<file path="src/rtl/uart_word_loader_pkg.sv">
// Shared definitions for the UART word loader: rx FSM states,
// oversampling constants and the baud-tick divider formula.
package uart_word_loader_pkg;

    typedef enum logic [2:0] {
        RX_IDLE,
        RX_START,
        RX_DATA,
        RX_STOP,
        RX_BREAK
    } rx_state_e;

    localparam int MID_TICK  = 7;
    localparam int BIT_TICKS = 16;

    function automatic int div_calc(
        input int clk_hz,
        input int baud,
        input int oversample
    );
        return clk_hz / (baud * oversample);
    endfunction

endpackage

</file>
<file path="src/rtl/uart_word_loader_rx_core.sv">
// 8N1 UART receiver: 2-flop synchroniser, oversample tick divider
// and rx FSM producing one-cycle byteValid / frameErr pulses.
module uart_rx_core
    import uart_word_loader_pkg::*;
#(
    parameter int CLK_HZ     = 100_000_000,
    parameter int BAUD       = 115200,
    parameter int OVERSAMPLE = 16
) (
    input  logic       clk,
    input  logic       rst,
    input  logic       serialIn,
    output logic       byteValid,
    output logic [7:0] rxByte,
    output logic       frameErr
);

    localparam int DIV   = div_calc(CLK_HZ, BAUD, OVERSAMPLE);
    localparam int DIV_W = (DIV > 1) ? $clog2(DIV) : 1;

    localparam logic [DIV_W-1:0] DIV_LAST = DIV_W'(DIV - 1);
    localparam logic [3:0]       MID      = 4'(MID_TICK);
    localparam logic [3:0]       LAST     = 4'(BIT_TICKS - 1);

    logic             sync1;
    logic             sync2;
    logic             line_prev;
    logic [DIV_W-1:0] div_cnt;
    logic             tick;
    logic             start_edge;
    logic [3:0]       tick_cnt;
    logic [2:0]       bit_idx;
    logic [7:0]       shift;
    rx_state_e        state;

    // Flops reset low so a line already low at release is not a start bit.
    always_ff @(posedge clk or negedge rst) begin
        if (!rst) begin
            sync1     <= 1'b0;
            sync2     <= 1'b0;
            line_prev <= 1'b0;
        end else begin
            sync1     <= serialIn;
            sync2     <= sync1;
            line_prev <= sync2;
        end
    end

    assign start_edge = (state == RX_IDLE) && line_prev && !sync2;
    assign tick       = (div_cnt == DIV_LAST);

    always_ff @(posedge clk or negedge rst) begin
        if (!rst) begin
            div_cnt <= '0;
        end else if (start_edge || tick) begin
            div_cnt <= '0;
        end else begin
            div_cnt <= div_cnt + 1'b1;
        end
    end

    always_ff @(posedge clk or negedge rst) begin
        if (!rst) begin
            state     <= RX_IDLE;
            tick_cnt  <= '0;
            bit_idx   <= '0;
            shift     <= '0;
            rxByte    <= '0;
            byteValid <= 1'b0;
            frameErr  <= 1'b0;
        end else begin
            byteValid <= 1'b0;
            frameErr  <= 1'b0;
            unique case (state)
                RX_IDLE: begin
                    if (start_edge) begin
                        state    <= RX_START;
                        tick_cnt <= '0;
                    end
                end
                RX_START: begin
                    if (tick) begin
                        if (tick_cnt == MID) begin
                            tick_cnt <= '0;
                            bit_idx  <= '0;
                            state    <= sync2 ? RX_IDLE : RX_DATA;
                        end else begin
                            tick_cnt <= tick_cnt + 4'd1;
                        end
                    end
                end
                RX_DATA: begin
                    if (tick) begin
                        if (tick_cnt == LAST) begin
                            tick_cnt <= '0;
                            shift    <= {sync2, shift[7:1]};
                            bit_idx  <= bit_idx + 3'd1;
                            if (bit_idx == 3'd7) begin
                                state <= RX_STOP;
                            end
                        end else begin
                            tick_cnt <= tick_cnt + 4'd1;
                        end
                    end
                end
                RX_STOP: begin
                    if (tick) begin
                        if (tick_cnt == LAST) begin
                            tick_cnt <= '0;
                            if (sync2) begin
                                byteValid <= 1'b1;
                                rxByte    <= shift;
                                state     <= RX_IDLE;
                            end else begin
                                frameErr <= 1'b1;
                                state    <= RX_BREAK;
                            end
                        end else begin
                            tick_cnt <= tick_cnt + 4'd1;
                        end
                    end
                end
                RX_BREAK: begin
                    if (tick) begin
                        if (!sync2) begin
                            tick_cnt <= '0;
                        end else if (tick_cnt == LAST) begin
                            tick_cnt <= '0;
                            state    <= RX_IDLE;
                        end else begin
                            tick_cnt <= tick_cnt + 4'd1;
                        end
                    end
                end
                default: begin
                    state <= RX_IDLE;
                end
            endcase
        end
    end

endmodule

</file>
<file path="src/rtl/uart_word_loader.sv">
// UART loader: packs received bytes little-endian into 32-bit words
// and writes them to RAM port 2 at an auto-incrementing address.
module uart_word_loader
    import uart_word_loader_pkg::*;
#(
    parameter int CLK_HZ     = 100_000_000,
    parameter int BAUD       = 115200,
    parameter int OVERSAMPLE = 16,
    parameter int ADDR_WIDTH = 12
) (
    input  logic                  clk,
    input  logic                  rst,
    input  logic                  serialIn,
    input  logic                  setAddr,
    input  logic [ADDR_WIDTH-1:0] startAddr,
    output logic                  writeEnable,
    output logic [ADDR_WIDTH-1:0] writeAddr,
    output logic [31:0]           writeData,
    output logic [7:0]            lastByte,
    output logic                  err
);

    logic                  byte_valid;
    logic [7:0]            rx_byte;
    logic                  frame_err;
    logic [1:0]            byte_cnt;
    logic [23:0]           word;
    logic [ADDR_WIDTH-1:0] ptr;

    uart_rx_core #(
        .CLK_HZ     (CLK_HZ),
        .BAUD       (BAUD),
        .OVERSAMPLE (OVERSAMPLE)
    ) u_rx (
        .clk       (clk),
        .rst       (rst),
        .serialIn  (serialIn),
        .byteValid (byte_valid),
        .rxByte    (rx_byte),
        .frameErr  (frame_err)
    );

    // The core only loads rxByte on a good stop bit, so it is lastByte.
    assign lastByte = rx_byte;

    always_ff @(posedge clk or negedge rst) begin
        if (!rst) begin
            writeEnable <= 1'b0;
            writeAddr   <= '0;
            writeData   <= '0;
            err         <= 1'b0;
            byte_cnt    <= '0;
            word        <= '0;
            ptr         <= '0;
        end else begin
            writeEnable <= 1'b0;
            if (frame_err) begin
                err <= 1'b1;
            end
            if (setAddr) begin
                ptr      <= startAddr;
                byte_cnt <= '0;
            end else if (byte_valid) begin
                unique case (byte_cnt)
                    2'd0: word[7:0]   <= rx_byte;
                    2'd1: word[15:8]  <= rx_byte;
                    2'd2: word[23:16] <= rx_byte;
                    2'd3: begin
                        writeEnable <= 1'b1;
                        writeData   <= {rx_byte, word};
                        writeAddr   <= ptr;
                        ptr         <= ptr + 1'b1;
                    end
                    default: ;
                endcase
                byte_cnt <= byte_cnt + 2'd1;
            end
        end
    end

endmodule
</file>
<file path="config.mk">
export PLATFORM = sky130hd
export DESIGN_NAME = uart_word_loader
export DESIGN_NICKNAME = d
export VERILOG_FILES = /design/src/rtl/uart_word_loader_pkg.sv /design/src/rtl/uart_word_loader_rx_core.sv /design/src/rtl/uart_word_loader.sv
export SDC_FILE = /design/constraint.sdc
export NUM_CORES = 1
export LEC_CHECK = 0
export ABC_AREA = 1
export BUFFER_PORTS_ARGS = -buffer_cell sky130_fd_sc_hd__buf_2
export CAP_MARGIN = 20
export CORE_MARGIN = 5
export CORE_UTILIZATION = 60
export CTS_CLUSTER_DIAMETER = 30
export CTS_CLUSTER_SIZE = 20
export DETAILED_ROUTE_END_ITERATION = 8
export PLACE_DENSITY = 0.81
export SLEW_MARGIN = 0
export SYNTH_ARGS = -nofsm -noshare
export SYNTH_HDL_FRONTEND = slang
export SYNTH_SLANG_ARGS = --single-unit
</file>
<file path="constraint.sdc">
create_clock -name clk -period 2.1 [get_ports clk]
set_input_delay 0.21 -clock clk [delete_from_list [all_inputs] [get_ports clk]]
set_output_delay 0.21 -clock clk [all_outputs]
set_load 0.005 [all_outputs]
</file>
==> results.sh, run 1 <==
export IMPL_p_comb_frac=0.150
export IMPL_setup_violations=0
export IMPL_crit_top_cell="nand2_2"
export IMPL_ys_async_sr_fraction=1.00
export IMPL_avgViaCountPerCell=5.37
export IMPL_numCtsBuffers=17
export IMPL_path_clk_slew_ns=0.06
export IMPL_ys_seq_area_frac=0.573
export IMPL_critPathSlowestCell="dfrtp_1"
export IMPL_die_w_um=104
export IMPL_p_leak_nw=3.34
export IMPL_insertion_delay_ns=0.52
export IMPL_cts_buffer_depth=2
export IMPL_p_seq_frac=0.415
export IMPL_syn_inst=588
export IMPL_rows=34
export IMPL_ys_types=37
export IMPL_relSlewSlack=0.576
export IMPL_peakVddDrop_v=0.000697
export IMPL_cp_required_ns=2.53
export IMPL_power_density_mw_per_mm2=1000
export IMPL_reg2reg_depth=9
export IMPL_min_delay_worst_endpoint="ptr[8]$_DFFE_PN0P_"
export IMPL_worstPathCellList="ha_1, nand2_2, nor2_4, inv_2, nor2_8, nand2_2, inv_1, nand2_1, o21ai_0"
export IMPL_place_congestion=0.799
export IMPL_syn_num_nets=614
export IMPL_rsz0062_at_grt="false"
export IMPL_n_antenna_cell=0
export IMPL_via_count=4246
export IMPL_wl_per_cell_um=15.0
export IMPL_ios=70
export IMPL_p_int_mw=4.56
export IMPL_cts_htree_levels=4
export IMPL_outcome="finished clean"
export IMPL_cp_start_kind="flop"
export IMPL_worstReg2RegEnd="u_rx.shift[7]$_DFFE_PN0P_"
export IMPL_n_fill_cell=630
export IMPL_dieArea_mm2=0.0108
export IMPL_ys_flop_type="dfrtp_1"
export IMPL_clock_sinks=121
export IMPL_hp_start="startAddr[8]"
export IMPL_synth_area_per_cell_um2=8.99
export IMPL_drc=0
export IMPL_cts_tree="built"
export IMPL_pwr_share_clk=0.435
export IMPL_grt_pass1_wl_um=20800
export IMPL_ant_nets=0
export IMPL_maxCapViolations=0
export IMPL_post_route_period_util=0.816
export IMPL_ys_warn_count=0
export IMPL_die_h_um=104
export IMPL_dp_hpwl_um=7860
export IMPL_yosysMostFrequentCell="nand2_1"
export IMPL_r2r_start="u_rx.tick_cnt[0]$_DFFE_PN0P_"
export IMPL_dp_cells=751
export IMPL_synth_area_top_cells="dfrtp_1, nand2_1, o21ai_0"
export IMPL_routed_wl_um=11900
export IMPL_top_usage_layer="met2"
export IMPL_use_met2=0.384
export IMPL_end_kind="flop"
export IMPL_multi_input_area_mm2=0.00195
export IMPL_r2r_setup_slack_ns=0.39
export IMPL_syn_to_final_growth_pct=20.8
export IMPL_drt_pass1_iter_count=6
export IMPL_finClkSkew_ns=0.00719
export IMPL_drtIter0Drc=180
export IMPL_cp_max_fo=13
export IMPL_cts_root_buf="clkbuf_8"
export IMPL_overflow=0
export IMPL_instances_no_fill=791
export IMPL_max_freq_mhz=583
export IMPL_finalHoldViolCount=0
export IMPL_power_switching_mw=1.83
export IMPL_synth_edf_count=0
export IMPL_coreArea_mm2=0.00864
export IMPL_whs_path_depth=4
export IMPL_ys_ff_latch=121
export IMPL_seqCellArea_mm2=0.00303
export IMPL_synth_top_area_frac=0.573
export IMPL_slew_violations=0
export IMPL_io_buffers=69
export IMPL_drive_gt1_frac=0.217
export IMPL_antenna_found_initial=0
export IMPL_grt_max_degree=48
export IMPL_grt_pass1_vias=4462
export IMPL_slowest_delay_ns=0.41
export IMPL_synthTopCellsByCount="nand2_1, dfrtp_1, o21ai_0"
export IMPL_grt_use_met3=0.0695
export IMPL_fin_crit_ns=1.71
export IMPL_final_setup_tns_ns=0
export IMPL_syn_area_mm2=0.00529
export IMPL_crit_arrival_ns=2.15
export IMPL_track_usage=0.236
export IMPL_start_util=0.612
export IMPL_synth_area_leader_cell="dfrtp_1"
export IMPL_min_path_type="in -> reg"
export IMPL_switching_share=0.286
export IMPL_num_nets_final=696
export IMPL_tightest_slew_ns=0.635
export IMPL_path_class="reg -> reg"
export IMPL_met1_usage=0.299
-- worst max-delay path by stage --
stage / endpoint / startpoint / cells after the start
after floorplan: u_rx.tick_cnt[0]$_DFFE_PN0P_ / u_rx.div_cnt[1]$_DFF_PN0_ / 11
after global placement: ptr[7]$_DFFE_PN0P_ / byte_cnt[0]$_DFFE_PN0P_ / 7
after detailed placement: u_rx.shift[7]$_DFFE_PN0P_ / u_rx.tick_cnt[0]$_DFFE_PN0P_ / 9
after CTS: u_rx.shift[7]$_DFFE_PN0P_ / u_rx.div_cnt[1]$_DFF_PN0_ / 10
after global routing: u_rx.shift[7]$_DFFE_PN0P_ / u_rx.div_cnt[1]$_DFF_PN0_ / 10
final: u_rx.shift[7]$_DFFE_PN0P_ / u_rx.tick_cnt[0]$_DFFE_PN0P_ / 9
-- timing repair --
item | CTS | global route
setup endpoints to repair | 0 | 0
gates resized for setup | 0 | 0
hold buffers | 8 | 0
hold endpoints to repair | 52 | 0
buffers inserted | 0 | 0
-- worst max-delay path: cells and delay by family, from the launching register on --
family                     cells  cell delay [ns]
DFF                            1             0.41
AOI/OAI and AO/OA              1             0.09
and+or+nand+nor                5             0.63
buffers and inverters          2             0.29
adders and majority gates      1             0.22
-- cell families (layout without fill, tap and decap cells) --
kind of cell,after synthesis,after routing,share of synthesized area
and+or+nand+nor,295,295,0.242
DFF,121,121,0.573
AOI/OAI and AO/OA,90,90,0.101
buffers and inverters,70,165,0.0573
adders and majority gates,10,10,0.0237
xor gates and xnor gates,2,2,0.00331
-- area by class of cell --
| type | count | area share |
|---|---|---|
| well taps | 108 | 0.0212 |
| clock buffers | 19 | 0.0676 |
| clock inverters | 13 | 0.0227 |
| inverters | 52 | 0.0306 |
| multi-input cells | 397 | 0.306 |
| repair buffers | 81 | 0.0776 |
| flip-flops and latches | 121 | 0.474 |
-- registers in the layout, indices dropped and copies added (netlist names), 2 cells and up --
signal / cells
writeData: 32
word: 24
ptr: 12
writeAddr: 12
u_rx.rxByte: 8
u_rx.shift: 8
u_rx.div_cnt: 6
u_rx.tick_cnt: 4
u_rx.bit_idx: 3
u_rx.state: 3
byte_cnt: 2
-- metrics by stage --
| step | cell area (um2) | hold WS (ns) | setup WS (ns) | power (mW) | utilization |
|---|---|---|---|---|---|
| final | 6380 | 0.0121 | 0.386 | 6.39 | 0.739 |
| after global routing | 6380 | 0.0466 | 0.291 | 6.68 | 0.739 |
| after CTS | 6380 | 0.00143 | 0.407 | 6.41 | 0.739 |
| after detailed placement | 5730 | 0.273 | 0.425 | 3.60 | 0.663 |
| after global placement | 5730 | 0.265 | 0.502 | 3.55 | 0.663 |
| after floorplan | 5290 | -0.0856 | 0.706 | 3.35 | - |
-- layout by cell type (no fill, tap or decap), drive strengths merged, types with 2 or more instances in the layout --
cell         instances
nand4                2
clkinvlp             3
nor3                 4
nand3               24
a21oi                8
nor2                41
o211ai               2
o21ai               69
or2                  2
dlygate4sd3          8
nor3b                2
a31oi                3
bufinv               2
buf                 73
clkinv               6
dfrtp              121
xnor2                2
o31ai                2
o221ai               2
ha                  10
nand2              219
clkbuf              19
inv                 54
-- power by group through the flow --
| stage | Combinational [mW] | Clock [mW] | Sequential (mW) |
|---|---|---|---|
| floorplan | 0.705 | 0 | 2.65 |
| global placement | 0.883 | 0 | 2.67 |
| detailed placement | 0.924 | 0 | 2.68 |
| CTS | 0.959 | 2.81 | 2.64 |
| global route | 1.09 | 2.92 | 2.67 |
| finish | 0.958 | 2.78 | 2.65 |
-- routing by layer --
layer | share of wire | wire length (um)
met5 | 0 | 0
met4 | 0.018 | 215
met3 | 0.061 | 720
met2 | 0.50 | 6000
met1 | 0.42 | 4950
Power figures use the tool's default switching activity.
==> run 2, diff against run 1 <==
CORE_UTILIZATION = 57   (was 60)
PLACE_DENSITY = 0.77   (was 0.81)
clock period = 1.6 ns   (was 2.1 ns; I/O delays follow)
==> run 2 against run 1 <==
Net effect: sequential power grew 31%; register-to-register slack worse by 0.38 ns; largest cell class unchanged; highest routed layer unchanged; first-iteration DRC count up 46%; clock power up 18%; die area is 4.7% higher.
==> results.sh, run 2 (synthesis results as in run 1) <==
export IMPL_finalHoldViolCount=0
export IMPL_ant_nets=0
export IMPL_slew_violations=0
export IMPL_tightest_slew_ns=0.624
export IMPL_cts_htree_levels=4
export IMPL_top_regs="writeData (32), word (24)"
export IMPL_dp_hpwl_um=7760
export IMPL_antenna_found_initial=0
export IMPL_insertion_delay_ns=0.50
export IMPL_rows=35
export IMPL_routed_wl_um=11600
export IMPL_via_count=4245
export IMPL_numCtsBuffers=17
export IMPL_min_path_type="in -> reg"
export IMPL_largest_reg_flops=32
export IMPL_rsz0062_at_grt="true"
export IMPL_drt_pass1_iter_count=5
export IMPL_end_kind="flop"
export IMPL_critPathSlowestCell="dfrtp_1"
export IMPL_cp_start_kind="flop"
export IMPL_n_antenna_cell=0
export IMPL_instances_no_fill=816
export IMPL_coreArea_mm2=0.00915
export IMPL_crit_buf_inv=2
export IMPL_cts_root_buf="clkbuf_8"
export IMPL_cp_required_ns=2.00
export IMPL_track_usage=0.219
export IMPL_cts_buffer_depth=2
export IMPL_die_h_um=106
export IMPL_final_setup_tns_ns=0
export IMPL_num_nets_final=718
export IMPL_relSlewSlack=0.584
export IMPL_grt_max_degree=122
export IMPL_overflow=0
export IMPL_final_cell_mix="nand2_1, dfrtp_1, buf_2"
export IMPL_crit_top_cell="nand2_2"
export IMPL_worstPathCellList="inv_1, ha_1, nand2_2, nor2_4, nand2_4, nor2_8, nand2_2, buf_12, nand2_1, o21ai_2"
export IMPL_drc=0
export IMPL_grt_pass1_vias=4276
export IMPL_syn_to_final_growth_pct=24.5
export IMPL_place_congestion=0.865
export IMPL_post_route_period_util=0.995
export IMPL_drive_gt1_frac=0.248
export IMPL_grt_pass1_wl_um=19900
export IMPL_power_mw=8.10
export IMPL_regMostFlops="writeData"
export IMPL_avgViaCountPerCell=5.20
export IMPL_dp_cells=762
export IMPL_maxCapViolations=0
export IMPL_cts_tree="built"
export IMPL_drtIter0Drc=263
export IMPL_finClkSkew_ns=0.0106
export IMPL_cp_max_fo=12
export IMPL_max_freq_mhz=628
export IMPL_final_common_cell="nand2_1"
export IMPL_wl_per_cell_um=14.2
export IMPL_path_clk_slew_ns=0.06
export IMPL_fin_hold_ws_ns=0.0860
export IMPL_outcome="finished clean"
export IMPL_start_util=0.577
export IMPL_io_buffers=69
export IMPL_power_density_mw_per_mm2=1230
export IMPL_fin_crit_ns=1.59
export IMPL_clock_sinks=121
export IMPL_p_leak_nw=3.42
export IMPL_crit_arrival_ns=1.99
export IMPL_setup_violations=0
export IMPL_dieArea_mm2=0.0113
export IMPL_cp_top_family="simple AND/OR/NAND/NOR gates"
export IMPL_die_w_um=106
export IMPL_path_class="reg -> reg"
export IMPL_peakVddDrop_v=0.000885
export IMPL_ios=70
export IMPL_slowest_delay_ns=0.39
## run 2: changes by cell type in the layout (fill, tap and decap cells not counted), moves of 3 or more
| cell | delta |
|---|---|
| buf_4 | +14 |
| dlygate4sd3_1 | +6 |
| nand3_1 | -3 |
| nand3_2 | +4 |
| inv_4 | +3 |
| clkinv_2 | +3 |
| nor2_4 | +3 |
## run 2: worst reg2reg max path, cell delays in order, from the launching register on
cell and delay, ns:
dfrtp_1 0.39, inv_1 0.06, ha_1 0.16, nand2_2 0.08
nor2_4 0.10, nand2_4 0.11, nor2_8 0.17, nand2_2 0.11
buf_12 0.17, nand2_1 0.08, o21ai_2 0.05
## run 2: what timing repair did
| action | CTS | global route |
|---|---|---|
| hold buffers | 14 | 0 |
| gates resized for setup | 0 | 18 |
| cloned | 1 | 0 |
| pin swaps | 0 | 3 |
| hold endpoints to repair | 134 | 0 |
| endpoints found under the setup margin | 1 | 37 |
| buffers inserted | 3 | 4 |
## run 2: cell type report
cell class / instances / area, um2
flip-flops and latches: 121 / 3030
fillers: 638 / 2570
multi-input cells: 398 / 2010
repair buffers: 102 / 672
clock buffers: 18 / 428
inverters: 52 / 203
well taps: 111 / 139
clock inverters: 14 / 98.8
## run 2: per-layer routing
metal  up-vias  wire length, um  track usage
li1       2084                -            -
met3        14              550       0.0546
met1      2036             4920        0.277
met5         -                0            0
met4         0              176       0.0666
met2       111             5960        0.371
## run 2: report_power, final
part / switching, mW / internal (mW)
logic: 0.823 / 0.516
registers: 0.199 / 3.27
clock network: 1.35 / 1.94
total: 2.38 / 5.72
## run 2: final timing paths
kind,start,endpoint,slack [ns],cells past startpoint
max,u_rx.div_cnt[1]$_DFF_PN0_,u_rx.shift[0]$_DFFE_PN0P_,0.008,10
min,setAddr,byte_cnt[1]$_DFFE_PN0P_,0.09,3
max reg2reg,u_rx.div_cnt[1]$_DFF_PN0_,u_rx.shift[0]$_DFFE_PN0P_,0.008,10
min reg2reg,u_rx.sync1$_DFF_PN0_,u_rx.sync2$_DFF_PN0_,0.36,0
max in group asynchronous,rst,u_rx.rxByte[4]$_DFFE_PN0P_,0.85,3
min in group asynchronous,rst,writeAddr[8]$_DFFE_PN0P_,0.28,3
## run 2: per-stage QoR
stage               area (um2)  worst slack, ns   util
finish                    6580          0.00838  0.719
detailed placement        5790         -0.00219  0.633
floorplan                 5290            0.206      -
global route              6580          -0.0626  0.719
global placement          5790            0.112  0.633
CTS                       6490           0.0426  0.709
==> run 3, diff against run 2 <==
CELL_PAD_IN_SITES_DETAIL_PLACEMENT = 2   (was unset)
CELL_PAD_IN_SITES_GLOBAL_PLACEMENT = 2   (was unset)
CORE_UTILIZATION = 35   (was 57)
==> run 3 against run 2 <==
Net effect: worst hold slack lost 0.041 ns; clock skew is 0.0038 ns lower; critical path type unchanged; highest routed layer unchanged; global-route usage is 3.3 points lower; first-iteration DRC count is 46% lower; critical endpoint is now u_rx.state[1]$_DFFE_PN0P_.
==> results.sh, run 3 (synthesis results as in run 1) <==
export IMPL_outcome="finished clean"
export IMPL_regMostFlops="writeData"
export IMPL_cp_start_kind="flop"
export IMPL_use_met2=0.336
export IMPL_peakVddDrop_v=0.000711
export IMPL_drtIter0Drc=142
export IMPL_start_util=0.352
export IMPL_grt_use_met3=0.0475
export IMPL_fin_hold_ws_ns=0.0448
export IMPL_cts_buffer_depth=2
export IMPL_finClkSkew_ns=0.00680
export IMPL_worstReg2RegEnd="u_rx.state[1]$_DFFE_PN0P_"
export IMPL_finalHoldViolCount=0
export IMPL_grt_max_degree=53
export IMPL_reg2reg_depth=11
export IMPL_drc=0
export IMPL_r2r_setup_slack_ns=0.0005
export IMPL_overflow=0
export IMPL_cts_htree_levels=4
export IMPL_max_freq_mhz=625
export IMPL_min_path_type="in -> reg"
export IMPL_relSlewSlack=0.649
export IMPL_wl_per_cell_um=18.2
export IMPL_track_usage=0.186
export IMPL_die_h_um=133
export IMPL_post_route_period_util=1.00
export IMPL_r2r_start="u_rx.div_cnt[1]$_DFF_PN0_"
export IMPL_coreArea_mm2=0.0150
export IMPL_rsz0062_at_grt="true"
export IMPL_dp_cells=847
export IMPL_tightest_slew_ns=0.526
export IMPL_maxCapViolations=0
export IMPL_dieArea_mm2=0.0177
export IMPL_cts_tree="built"
export IMPL_power_density_mw_per_mm2=1300
export IMPL_io_buffers=69
export IMPL_via_count=4437
export IMPL_cp_required_ns=1.91
export IMPL_final_common_cell="nand2_1"
export IMPL_cts_root_buf="clkbuf_16"
export IMPL_instances_no_fill=897
export IMPL_met1_usage=0.215
export IMPL_top_usage_layer="met2"
export IMPL_path_clk_slew_ns=0.06
export IMPL_path_class="reg -> reg"
export IMPL_insertion_delay_ns=0.42
export IMPL_num_nets_final=722
export IMPL_crit_arrival_ns=1.91
export IMPL_drive_gt1_frac=0.281
export IMPL_p_leak_nw=3.51
export IMPL_cp_max_fo=8
export IMPL_ant_nets=0
export IMPL_hp_start="startAddr[11]"
export IMPL_avgViaCountPerCell=4.95
export IMPL_grt_pass1_wl_um=26000
export IMPL_setup_violations=0
export IMPL_n_antenna_cell=0
export IMPL_slew_violations=0
export IMPL_top_regs="writeData (32), word (24)"
export IMPL_antenna_found_initial=0
export IMPL_die_w_um=133
export IMPL_clock_sinks=121
export IMPL_routed_wl_um=16400
export IMPL_min_delay_worst_endpoint="ptr[11]$_DFFE_PN0P_"
export IMPL_end_kind="flop"
export IMPL_rows=45
export IMPL_numCtsBuffers=17
export IMPL_ios=70
export IMPL_grt_pass1_vias=5016
export IMPL_crit_path_start="u_rx.div_cnt[1]$_DFF_PN0_"
export IMPL_fin_crit_ns=1.60
export IMPL_final_cell_mix="nand2_1, dfrtp_1, buf_2"
export IMPL_drt_pass1_iter_count=4
export IMPL_dp_hpwl_um=10900
export IMPL_whs_path_depth=5
export IMPL_place_congestion=0.785
export IMPL_n_fill_cell=1629
export IMPL_largest_reg_flops=32
export IMPL_syn_to_final_growth_pct=29.5
==> run 3: cell count changes in the layout (fill, tap and decap cells not counted), sizes merged <==
| cell | change |
|---|---|
| clkinvlp | -2 |
| buf | +11 |
| dlygate4sd3 | -8 |
| inv | -3 |
| bufinv | +1 |
| clkbuf | +5 |
==> run 3: worst max-delay path by stage <==
stage                                   end  cells past startpoint
3_5_place_dp      u_rx.state[1]$_DFFE_PN0P_                     10
2_1_floorplan  u_rx.tick_cnt[0]$_DFFE_PN0P_                     11
6_report          u_rx.state[1]$_DFFE_PN0P_                     11
5_1_grt           u_rx.state[1]$_DFFE_PN0P_                     11
3_3_place_gp     u_rx.rxByte[4]$_DFFE_PN0P_                      8
4_1_cts            writeAddr[2]$_DFFE_PN0P_                      7
==> run 3: layout make-up <==
type | count | area, um2 | area share
clock inverter | 10 | 95.1 | 0.0139
inverter | 52 | 198 | 0.0289
clock buffer | 22 | 474 | 0.0693
multi-input combinational | 398 | 2080 | 0.304
timing repair buffer | 106 | 728 | 0.106
tap | 188 | 235 | 0.0344
sequential | 121 | 3030 | 0.443
==> run 3: report_power, final <==
group | total [mW] | switching (mW) | internal [mW]
sequential | 3.49 | 0.224 | 3.27
clock | 3.69 | 1.43 | 2.26
combinational | 1.73 | 1.04 | 0.694
total | 8.91 | 2.69 | 6.22
==> run 3: critical path, cell delays in order, from the launching register on <==
cell and delay (ns):
dfrtp_1 0.41, inv_2 0.08, ha_4 0.14, nand2_4 0.05, nor2_4 0.10, nand2_4 0.12, nand2_2 0.11, nand3_2 0.09
nor2_4 0.16, nand2_2 0.09, nand2_1 0.08, nand2_1 0.06
==> run 3: metal layers <==
layer	vias up	part of all wire	wire, um
met5	-	0	0
met3	25	0.035	577
met2	81	0.53	8700
met1	2256	0.42	6790
li1	2075	-	-
met4	0	0.018	291
==> run 3: repair_timing <==
item / CTS / global route
pin swaps: 0 / 10
resized for setup: 5 / 34
hold buffers: 6 / 0
buffers inserted: 1 / 9
hold endpoints to repair: 29 / 0
cloned: 1 / 1
setup endpoints to repair: 12 / 59
==> run 3: per-stage QoR <==
| step | cell area (um2) | util | setup slack, ns | TNS (ns) | power, mW |
|---|---|---|---|---|---|
| detailed placement | 5960 | 0.397 | -0.0276 | -0.0667 | 4.87 |
| global placement | 5960 | 0.397 | 0.0669 | 0 | 4.76 |
| CTS | 6630 | 0.441 | 0.00775 | 0 | 8.66 |
| finish | 6840 | 0.455 | 0.000457 | 0 | 8.91 |
| floorplan | 5290 | - | 0.206 | 0 | 4.40 |
| global route | 6840 | 0.455 | -0.0946 | -0.552 | 9.39 |
